[src/rtl/wb_button.sv]
// Wishbone push-button conditioner: per-button sync and debounce, W1C edge-event pending register,
// press counters and a maskable level interrupt.
module wb_button #(
   parameter int unsigned debounce_cycles = 1000000
) (
   input  logic        clk,
   input  logic        reset,
   input  logic [31:0] wb_adr_i,
   input  logic [31:0] wb_dat_i,
   output logic [31:0] wb_dat_o,
   input  logic [3:0]  wb_sel_i,
   input  logic        wb_stb_i,
   input  logic        wb_cyc_i,
   input  logic        wb_we_i,
   output logic        wb_ack_o,
   input  logic [3:0]  btn_i,
   output logic        intr
);

   localparam int unsigned CW = (debounce_cycles > 1) ? $clog2(debounce_cycles) : 1;
   localparam logic [CW-1:0] CntMax = CW'(debounce_cycles - 1);

   localparam logic [1:0] AdrState   = 2'd0;
   localparam logic [1:0] AdrPending = 2'd1;
   localparam logic [1:0] AdrIrqEn   = 2'd2;
   localparam logic [1:0] AdrPress   = 2'd3;

   logic [3:0]         meta_q, meta_d;
   logic [3:0]         sync_q, sync_d;
   logic [3:0][CW-1:0] cnt_q, cnt_d;
   logic [3:0]         stable_q, stable_d;
   logic [7:0]         pending_q, pending_d;
   logic [7:0]         irq_en_q, irq_en_d;
   logic [3:0][7:0]    press_q, press_d;
   logic [31:0]        dat_q, dat_d;
   logic               ack_q, ack_d;

   logic [3:0] rise, fall;
   logic       acc, wr;
   logic [1:0] adr;

   logic unused_bits;
   assign unused_bits = ^{wb_adr_i[31:4], wb_adr_i[1:0], wb_dat_i[31:8]};

   assign adr = wb_adr_i[3:2];
   // A strobe held through the ack cycle must not be acknowledged twice.
   assign acc = wb_stb_i & wb_cyc_i & ~ack_q;
   assign wr  = acc & wb_we_i;

   always_comb begin
      meta_d   = btn_i;
      sync_d   = meta_q;
      cnt_d    = cnt_q;
      stable_d = stable_q;
      for (int i = 0; i < 4; i++) begin
         if (sync_q[i] == stable_q[i]) begin
            cnt_d[i] = '0;
         end else if (cnt_q[i] == CntMax) begin
            stable_d[i] = sync_q[i];
            cnt_d[i]    = '0;
         end else begin
            cnt_d[i] = cnt_q[i] + CW'(1);
         end
      end
      rise = stable_d & ~stable_q;
      fall = ~stable_d & stable_q;

      // New events are OR-ed in after the W1C so a coincident event wins.
      pending_d = pending_q;
      if (wr && adr == AdrPending && wb_sel_i[0]) begin
         pending_d = pending_d & ~wb_dat_i[7:0];
      end
      pending_d = pending_d | {fall, rise};

      irq_en_d = irq_en_q;
      if (wr && adr == AdrIrqEn && wb_sel_i[0]) begin
         irq_en_d = wb_dat_i[7:0];
      end

      press_d = press_q;
      for (int i = 0; i < 4; i++) begin
         if (rise[i]) begin
            press_d[i] = press_q[i] + 8'd1;
         end
         if (wr && adr == AdrPress && wb_sel_i[i]) begin
            press_d[i] = 8'd0;
         end
      end

      dat_d = dat_q;
      if (acc) begin
         case (adr)
            AdrState:   dat_d = {28'd0, stable_q};
            AdrPending: dat_d = {24'd0, pending_q};
            AdrIrqEn:   dat_d = {24'd0, irq_en_q};
            AdrPress:   dat_d = press_q;
            default:    dat_d = 32'd0;
         endcase
      end
      ack_d = acc;
   end

   always_ff @(posedge clk) begin
      if (reset) begin
         meta_q    <= '0;
         sync_q    <= '0;
         cnt_q     <= '0;
         stable_q  <= '0;
         pending_q <= '0;
         irq_en_q  <= '0;
         press_q   <= '0;
         dat_q     <= '0;
         ack_q     <= 1'b0;
      end else begin
         meta_q    <= meta_d;
         sync_q    <= sync_d;
         cnt_q     <= cnt_d;
         stable_q  <= stable_d;
         pending_q <= pending_d;
         irq_en_q  <= irq_en_d;
         press_q   <= press_d;
         dat_q     <= dat_d;
         ack_q     <= ack_d;
      end
   end

   assign wb_dat_o = dat_q;
   assign wb_ack_o = ack_q;
   assign intr     = |(pending_q & irq_en_q);

endmodule

[config.mk]
export PLATFORM = sky130hd
export DESIGN_NAME = wb_button
export DESIGN_NICKNAME = d
export VERILOG_FILES = /design/src/rtl/wb_button.sv
export SDC_FILE = /design/constraint.sdc
export NUM_CORES = 1
export LEC_CHECK = 0
export CELL_PAD_IN_SITES_DETAIL_PLACEMENT = 0
export CELL_PAD_IN_SITES_GLOBAL_PLACEMENT = 1
export CORE_ASPECT_RATIO = 1.2
export CORE_MARGIN = 1.5
export CORE_UTILIZATION = 30
export DETAILED_ROUTE_END_ITERATION = 10
export GPL_TIMING_DRIVEN = 0
export PLACE_DENSITY = 0.6
export SLEW_MARGIN = 15
export SYNTH_ARGS = -nofsm -noshare
export SYNTH_HDL_FRONTEND = slang
export SYNTH_SLANG_ARGS = --single-unit
[constraint.sdc]
create_clock -name clk -period 4.17 [get_ports clk]
set_clock_uncertainty 0.05 [all_clocks]
set_input_delay 0.6255 -clock clk [delete_from_list [all_inputs] [get_ports clk]]
set_output_delay 0.6255 -clock clk [all_outputs]
set_load 0.05 [all_outputs]
* Word-level counts from Yosys, hierarchy flattened
Cells that the tools add are included.
** Operators by class
- Reductions and logical operators :: 19
- Add/subtract/negate cells :: 8
- Muxes and demuxes :: 10
- Bitwise logic cells :: 12
- Equal/unequal tests :: 11
** Operator list (count)
- case mux 32 bit (4 select lines) :: 1
- adder 20 x 1 -> 20 bit (second input constant) :: 4
- == test 20 bit (second input constant) :: 4
- adder 8 x 1 -> 8 bit (second input constant) :: 4
- bitwise AND 8 bit :: 2
- OR reduction 3 bit :: 4
- logical AND 1 bit :: 9
- bitwise AND 4 bit :: 2
- 2-to-1 mux 1 bit :: 8
- 2-to-1 mux 8 bit :: 1
- inverter 4 bit :: 2
- inverter 8 bit :: 1
- OR 8 bit :: 1
- OR reduction 2 bit :: 4
- OR reduction 8 bit :: 1
- == test 1 bit :: 4
- == test 2 bit (second input constant) :: 2
- bitwise AND 1 bit :: 3
- == test 2 x 1 -> 1 bit (second input constant) :: 1
- zero test 2 bit :: 1
- inverter 1 bit :: 1
** Storage, ports and cells
- Output and inout bits :: 34
- Logic and storage cells :: 75
- Register bits :: 173

* Logic depth before layout (Yosys ltp)
Gate-level depths: netlist (run 1).
- Word-level depth :: 7
- Depth in mapped cells :: 8
- Gate-level depth less buffers :: 5

* Least setup slack after synthesis (run 1)
OpenSTA, ideal clock, no wires.
- Kind :: input to register
- Start point :: input wb_adr_i[2]
- End point :: register dat_q[11] (netlist: wb_dat_o[11])
- Stages on the path :: 5
- Path slack :: 2263 ps
- Arrival time :: 1797 ps
- Setup time :: 60 ps
- Cell sequence :: clkbuf_1 and3_1 clkbuf_1 clkbuf_1 a22o_1
** On the way
- Word-level cells in the longest chain between the ends :: 2
** RTL lines
- start: declaration :: line 8 : input logic [31:0] wb_adr_i,
- == test 2 bit, or another cell as far along :: line 92 : case (adr)
- case mux 32 bit (4 select lines) (*) :: line 92
- end signal: assignment :: line 122 : dat_q <= dat_d;
- end: declaration :: line 35 : logic [31:0] dat_q, dat_d;
Mark *: on every way between the ends. The rest lies on a longest branch, timed or not.
A chain may end at the register's enable or synchronous reset.

* Worst setup path after layout (run 1)
- Start point :: register pending_q[3]
- End point :: output intr
** On the way
- Word-level cells in the longest chain between the ends :: 2
** RTL lines
- start: declaration :: line 32 : logic [7:0] pending_q, pending_d;
- start signal: assignment :: line 119 : pending_q <= pending_d;
- bitwise AND 8 bit :: line 129 : assign intr = |(pending_q & irq_en_q);
- OR reduction 8 bit :: line 129
- end: declaration :: line 17 : output logic intr
No other way between the ends.

==> results.sh, run 1 <==
export IMPL_cts_htree_levels=4
export IMPL_crit_path_start_kind="flop"
export IMPL_design_die_area_sq_mm=0.0266
export IMPL_synth_cell_type_count=54
export IMPL_synthArstFlopShare_pct=0
export IMPL_clockBufferDepth=2
export IMPL_yosysSeqAreaShare_pct=45.1
export IMPL_grtUsageTotal_pct=15.5
export IMPL_final_max_slew_viol_count=0
export IMPL_routed_wirelength_um=19800
export IMPL_mappedNetlistArea_sq_mm=0.00768
export IMPL_initial_core_util_pct=30.8
export IMPL_gpl_final_weighted_congestion=0.782
export IMPL_ys_top_cells_by_area="dfxtp_1 45%, a21oi_1 4.4%, xnor2_1 3.9%, nor2_1 3.9%, nand4_1 3.5%"
export IMPL_routed_via_count=6454
export IMPL_initial_antenna_violation_count=1
export IMPL_clock_sink_count=173
export IMPL_via_count_normalized_by_instance_count=5.08
export IMPL_yosys_register_bits=173
export IMPL_r2r_start="cnt_q[60]"
export IMPL_r2r_worst_path_cells=8
export IMPL_tns_ps=0
export IMPL_stdcell_count=1270
export IMPL_setup_reg_to_reg_worst_slack_ps=1820
export IMPL_power_per_cell_area_mw_per_mm2=379
export IMPL_chipWidth_um=149
export IMPL_dpl_hpwl_um=14200
export IMPL_yosysWarningCount=0
export IMPL_yosysTopAreaCell="dfxtp_1"
export IMPL_synth_to_layout_area_growth_pct=20.9
export IMPL_post_route_drc_count=0
export IMPL_drt_iter0_markers=284
export IMPL_postSynth_topFlopCell="dfxtp_1"
export IMPL_setup_violations_final=0
export IMPL_port_buffers=56
export IMPL_postCtsResizedCells=0
export IMPL_dp_cells=1238
export IMPL_fin_crit_ps=2700
export IMPL_final_fill_count=2662
export IMPL_timing_final_crit_share_pct=64.8
export IMPL_cp_end_kind="primary output"
export IMPL_finish_net_count=1017
export IMPL_power_leakage_nw=2.85
export IMPL_cp_data_arrival_time_ps=2030
export IMPL_min_path_type="reg2reg"
export IMPL_synthesis_nets=942
export IMPL_clock_tree_from_tritoncts="done"
export IMPL_path_clk_slew_ps=70
export IMPL_clock_latency_ps=440
export IMPL_maximum_number_of_pins_on_one_net_before_global_route_repair=17
export IMPL_critPathKind="reg2out"
export IMPL_worst_pin_slew_ps=650
export IMPL_cts_root_buffer_cell="clkbuf_16"
export IMPL_synth_enable_flop_cells=0
export IMPL_run_status="finished, final reports clean"
export IMPL_global_route_wire_length_before_repair_um=32500
export IMPL_numCtsBuffers=17
export IMPL_postCtsSetupBuffers=0
export IMPL_grt_ovfl_total=0
export IMPL_max_freq_mhz=370
export IMPL_placeable_core_region_sq_mm=0.0249
export IMPL_proportion_of_layout_cells_with_a_drive_suffix_above_1_pct=6.56
export IMPL_die_height_um=178
export IMPL_grt_setup_unrepaired="false"
export IMPL_vias_in_the_first_global_route=6187
export IMPL_diodes=0
export IMPL_crit_path_end="intr"
export IMPL_drt_pass1_iterations=4
export IMPL_ir_worst_vdd_mv=0.275
export IMPL_io_pins=111
export IMPL_synth_cells=857
export IMPL_r2r_path_end="cnt_q[63]"
export IMPL_first_element_of_the_critical_path="pending_q[3]"
export IMPL_wl_cell_um=15.6
export IMPL_timing_slew_headroom_pct=56.7
export IMPL_postRouteAntennaNets=0
export IMPL_placementRows=63
export IMPL_netlist_area_leader_share_pct=45.1
export IMPL_critPathRequiredTime_ps=3490
export IMPL_hold_path_startpoint="meta_q[0]"
export IMPL_post_synth_cell_area_avg_sq_um=8.96
export IMPL_postCtsHoldBufs=0
export IMPL_max_cap_violations=0
export IMPL_worstPathMaxFanout=3
export IMPL_timing_hold_violations_final=0
layout by cell type (no fill, tap or decap), types with 4 or more instances in the layout:
| cell | instances |
|---|---|
| buf_2 | 7 |
| bufinv_16 | 4 |
| nand4_1 | 43 |
| inv_6 | 5 |
| clkbuf_16 | 17 |
| or4_1 | 30 |
| nor2b_1 | 15 |
| nor4_1 | 14 |
| a22oi_1 | 4 |
| mux2_2 | 4 |
| a22o_1 | 24 |
| a221oi_1 | 4 |
| a21o_1 | 4 |
| nor4b_1 | 7 |
| nand2_1 | 46 |
| mux4_2 | 4 |
| and4b_1 | 4 |
| and4_1 | 15 |
| nand3_1 | 41 |
| and3_1 | 8 |
| clkbuf_1 | 31 |
| clkdlybuf4s50_1 | 56 |
| inv_1 | 21 |
| xnor2_1 | 34 |
| nand2b_1 | 5 |
| nor2_1 | 79 |
| a21oi_1 | 68 |
| or3_1 | 21 |
| xor2_1 | 19 |
| dfxtp_1 | 173 |
| nor3_1 | 13 |
| and2_1 | 5 |
| ha_1 | 8 |
| o31ai_1 | 28 |
| mux2i_1 | 9 |
| o21ai_0 | 38 |
worst min path at each step:
stage	to	cells after the start
floorplan	sync_q[0]	1
global placement	sync_q[1]	1
detailed placement	sync_q[2]	1
CTS	sync_q[0]	1
global route	sync_q[2]	1
finish	sync_q[0]	1
final cells by class:
cell class	instances	area, sq um	share of cell area [%]
buffer	42	176	1.90
clock buffer	18	429	4.62
clock inverter	14	206	2.22
inverter	21	78.8	0.849
multi-input combinational	621	3960	42.7
sequential	173	3460	37.3
tap	325	407	4.38
timing repair buffer	56	561	6.04
flip-flops by register name (all words and copies together) (netlist names):
signal / count
cnt_q: 80
irq_en_q: 8
meta_q: 4
pending_q: 8
press_q: 32
stable_q: 4
sync_q: 4
wb_ack_o: 1
wb_dat_o: 32
per-layer routing:
layer / track usage, % / part of all wire, % / vias up
li1: - / - / 3320
met1: 20.0 / 48 / 3039
met2: 25.7 / 47 / 77
met3: 3.71 / 4.0 / 16
met4: 4.58 / 1.1 / 2
met5: 0 / 0.086 / -
power breakdown:
group	total [mW]	internal [mW]	switching, mW
Clock	1.75	1.02	0.729
Combinational	0.110	0.0405	0.0690
Sequential	1.66	1.66	0.00493
Total	3.52	2.72	0.803
synthesized netlist by cell type, types with 19 or more instances:
cell / count
a21oi_1: 68
clkbuf_1: 30
nor2_1: 79
nand3_1: 41
nand2_1: 46
xor2_1: 19
o21ai_0: 38
nand4_1: 43
xnor2_1: 34
dfxtp_1: 173
or3_1: 21
a22o_1: 24
o31ai_1: 28
or4_1: 30
inv_1: 21
through the flow:
| step | power [mW] | util [%] | hold WS [ps] | area, sq um | worst slack (ps) |
|---|---|---|---|---|---|
| detailed placement | 1.81 | 34.7 | 375 | 8650 | 1100 |
| CTS | 3.58 | 37.3 | 394 | 9280 | 1410 |
| global route | 3.65 | 37.3 | 409 | 9280 | 1380 |
| floorplan | 1.76 | - | 364 | 7680 | 2260 |
| global placement | 1.81 | 34.7 | 373 | 8650 | 1120 |
| finish | 3.52 | 37.3 | 388 | 9280 | 1470 |
logic make-up after synthesis:
family                   synth area share (%)
AO/OA/AOI/OAI                            14.1
XOR/XNOR                                 6.05
adder cells (fa/ha/maj)                  1.30
buffers and inverters                    3.32
flip-flops                               45.1
multiplexers                             2.93
AND/OR/NAND/NOR                          27.2
critical path, cell delays in order (launching register included):
cell and delay [ps]:
dfxtp_1 320, a22oi_1 280, nand4_1 230, clkdlybuf4s50_1 760
Note: power is estimated with default switching activity, not from simulation.
==> run 2: changes to the inputs <==
==> constraint.sdc (replaced) <==
create_clock -name clk -period 2.8 [get_ports clk]
set_clock_uncertainty 0.05 [all_clocks]
set_input_delay 0.42 -clock clk [delete_from_list [all_inputs] [get_ports clk]]
set_output_delay 0.42 -clock clk [all_outputs]
set_load 0.05 [all_outputs]
==> results of run 2 <==
Same layout as run 1 (identical final DEF). Status: finished, final reports clean.
Among the figures that moved: setup slack after placement 1100 ps -> -68.9 ps; setup slack after layout 1470 ps -> 302 ps; register-to-register setup slack 1820 ps -> 450 ps; total power 3.52 mW -> 5.24 mW; worst IR drop on VDD 0.275 mV -> 0.410 mV
==> run 3: changes to the inputs <==
--- a/config.mk
+++ b/config.mk
@@ -7,7 +7,7 @@
 export LEC_CHECK = 0
 export CELL_PAD_IN_SITES_DETAIL_PLACEMENT = 0
 export CELL_PAD_IN_SITES_GLOBAL_PLACEMENT = 1
-export CORE_ASPECT_RATIO = 1.2
+export CORE_ASPECT_RATIO = 0.5
 export CORE_MARGIN = 1.5
 export CORE_UTILIZATION = 30
 export DETAILED_ROUTE_END_ITERATION = 10
==> results.sh, run 3 (synthesis gave the netlist of run 1 again) <==
export IMPL_grt_setup_unrepaired="false"
export IMPL_crit_path_start_kind="flop"
export IMPL_min_path_type="reg2reg"
export IMPL_postRouteAntennaNets=0
export IMPL_post_route_drc_count=0
export IMPL_switching_share_pct=23.3
export IMPL_placementRows=41
export IMPL_die_height_um=116
export IMPL_combined_area_of_the_multi_input_logic_cells_sq_mm=0.00396
export IMPL_worstPathMaxFanout=3
export IMPL_wl_cell_um=14.8
export IMPL_critPathRequiredTime_ps=2330
export IMPL_layout_area_seq_sq_mm=0.00346
export IMPL_worst_pin_slew_ps=664
export IMPL_grtUsageTotal_pct=14.7
export IMPL_clock_sink_count=173
export IMPL_power_leakage_nw=2.82
export IMPL_gpl_final_weighted_congestion=0.789
export IMPL_cp_end_kind="primary output"
export IMPL_cellInternalPower_mw=3.81
export IMPL_grt_ovfl_total=0
export IMPL_mostFrequentLayoutCell="dfxtp_1"
export IMPL_clock_latency_ps=440
export IMPL_dpl_hpwl_um=13700
export IMPL_proportion_of_layout_cells_with_a_drive_suffix_above_1_pct=6.57
export IMPL_met3_usage_pct=3.22
export IMPL_critPathKind="reg2out"
export IMPL_slowest_delay_ps=730
export IMPL_postCtsSetupBuffers=0
export IMPL_design_die_area_sq_mm=0.0266
export IMPL_postCtsHoldBufs=0
export IMPL_global_route_wire_length_before_repair_um=31200
export IMPL_final_util_pct=36.7
export IMPL_switchingPower_mw=1.15
export IMPL_setup_violations_final=0
export IMPL_final_fill_count=2575
export IMPL_final_cell_mix="173 x dfxtp_1, 79 x nor2_1, 68 x a21oi_1, 56 x clkdlybuf4s50_1, 46 x nand2_1"
export IMPL_finalHoldWorstSlack_ps=386
export IMPL_run_status="finished, final reports clean"
export IMPL_crit_path_top_delay_cell="clkdlybuf4s50_1"
export IMPL_synth_to_layout_area_growth_pct=20.3
export IMPL_placeable_core_region_sq_mm=0.0252
export IMPL_ordered_list_of_cells_on_the_worst_path="a22oi_1 -> nand4_1 -> clkdlybuf4s50_1"
export IMPL_largest_register_ff_count=80
export IMPL_diodes=0
export IMPL_routed_via_count=6496
export IMPL_share_comb_of_total_power_pct=3.2
export IMPL_maximum_number_of_pins_on_one_net_before_global_route_repair=17
export IMPL_port_buffers=56
export IMPL_largest_register="cnt_q"
export IMPL_crit_buf_inv=1
export IMPL_cts_root_buffer_cell="clkbuf_16"
export IMPL_initial_core_util_pct=30.5
export IMPL_ir_worst_vdd_mv=0.430
export IMPL_initial_antenna_violation_count=0
export IMPL_sequential_fraction_of_design_power_pct=50.0
export IMPL_drt_pass1_iterations=5
export IMPL_globalRouteMet2Util_pct=24.7
export IMPL_clock_tree_from_tritoncts="done"
export IMPL_postCtsResizedCells=0
export IMPL_crit_family="buffers and inverters"
export IMPL_post_layout_worst_setup_margin_ps=406
export IMPL_chipWidth_um=229
export IMPL_finish_net_count=1017
export IMPL_numCtsBuffers=17
export IMPL_fin_crit_ps=2390
export IMPL_drt_iter0_markers=332
export IMPL_busiest_layer="met2"
export IMPL_final_max_slew_viol_count=0
export IMPL_timing_final_crit_share_pct=85.5
export IMPL_tns_ps=0
export IMPL_cts_htree_levels=4
export IMPL_via_count_normalized_by_instance_count=5.04
export IMPL_use_met1_pct=19.0
export IMPL_clockBufferDepth=2
export IMPL_max_freq_mhz=418
export IMPL_timing_slew_headroom_pct=55.7
export IMPL_path_clk_slew_ps=70
export IMPL_vias_in_the_first_global_route=6151
export IMPL_routed_wirelength_um=19100
export IMPL_post_place_ws_ps=27.9
export IMPL_clockPowerShare_pct=46.8
export IMPL_max_cap_violations=0
export IMPL_cp_data_arrival_time_ps=1920
export IMPL_power_per_cell_area_mw_per_mm2=537
export IMPL_io_pins=111
export IMPL_timing_hold_violations_final=0
run 3: cell types whose count changed in the layout (fill, tap and decap cells not counted), sizes merged:
cell    delta
inv        -4
clkinv     +5
bufinv     -3
clkbuf     +1
run 3: final cells by class:
class                           instances  share of cell area, %
Clock buffer                           19                   4.90
Inverter                               21                  0.853
Timing Repair Buffer                   56                   6.07
Clock inverter                         12                   1.25
Buffer                                 42                   1.91
Multi-Input combinational cell        621                   42.9
Tap cell                              344                   4.66
Sequential cell                       173                   37.5
run 3: through the flow:
stage | instance area (sq um) | total power [mW] | std cells
after detailed placement | 8670 | 2.70 | 1257
after global routing | 9240 | 5.15 | 1288
after global placement | 8670 | 2.70 | 1257
after CTS | 9240 | 5.04 | 1288
final | 9240 | 4.96 | 1288
after floorplan | 7680 | 2.62 | 857
run 3: worst paths after layout:
path,startpoint,end,slack [ps],depth (start not counted)
setup / recovery,pending_q[3],intr,410,3
hold / removal,meta_q[0],sync_q[0],390,1
setup reg to reg,cnt_q[60],cnt_q[62],450,8
hold reg to reg,meta_q[0],sync_q[0],390,1
run 3: metal layers:
| layer | part of all wire, % | up-vias |
|---|---|---|
| met5 | 0 | - |
| met4 | 1.3 | 0 |
| met3 | 2.1 | 17 |
| met2 | 46 | 57 |
| met1 | 50 | 3107 |
| li1 | - | 3315 |
run 3: power groups by stage:
stage | clock network, mW | registers (mW) | logic (mW)
after floorplan | 0 | 2.55 | 0.0690
after global routing | 2.50 | 2.48 | 0.174
after CTS | 2.40 | 2.48 | 0.161
final | 2.32 | 2.48 | 0.159
after global placement | 0 | 2.53 | 0.161
after detailed placement | 0 | 2.54 | 0.161
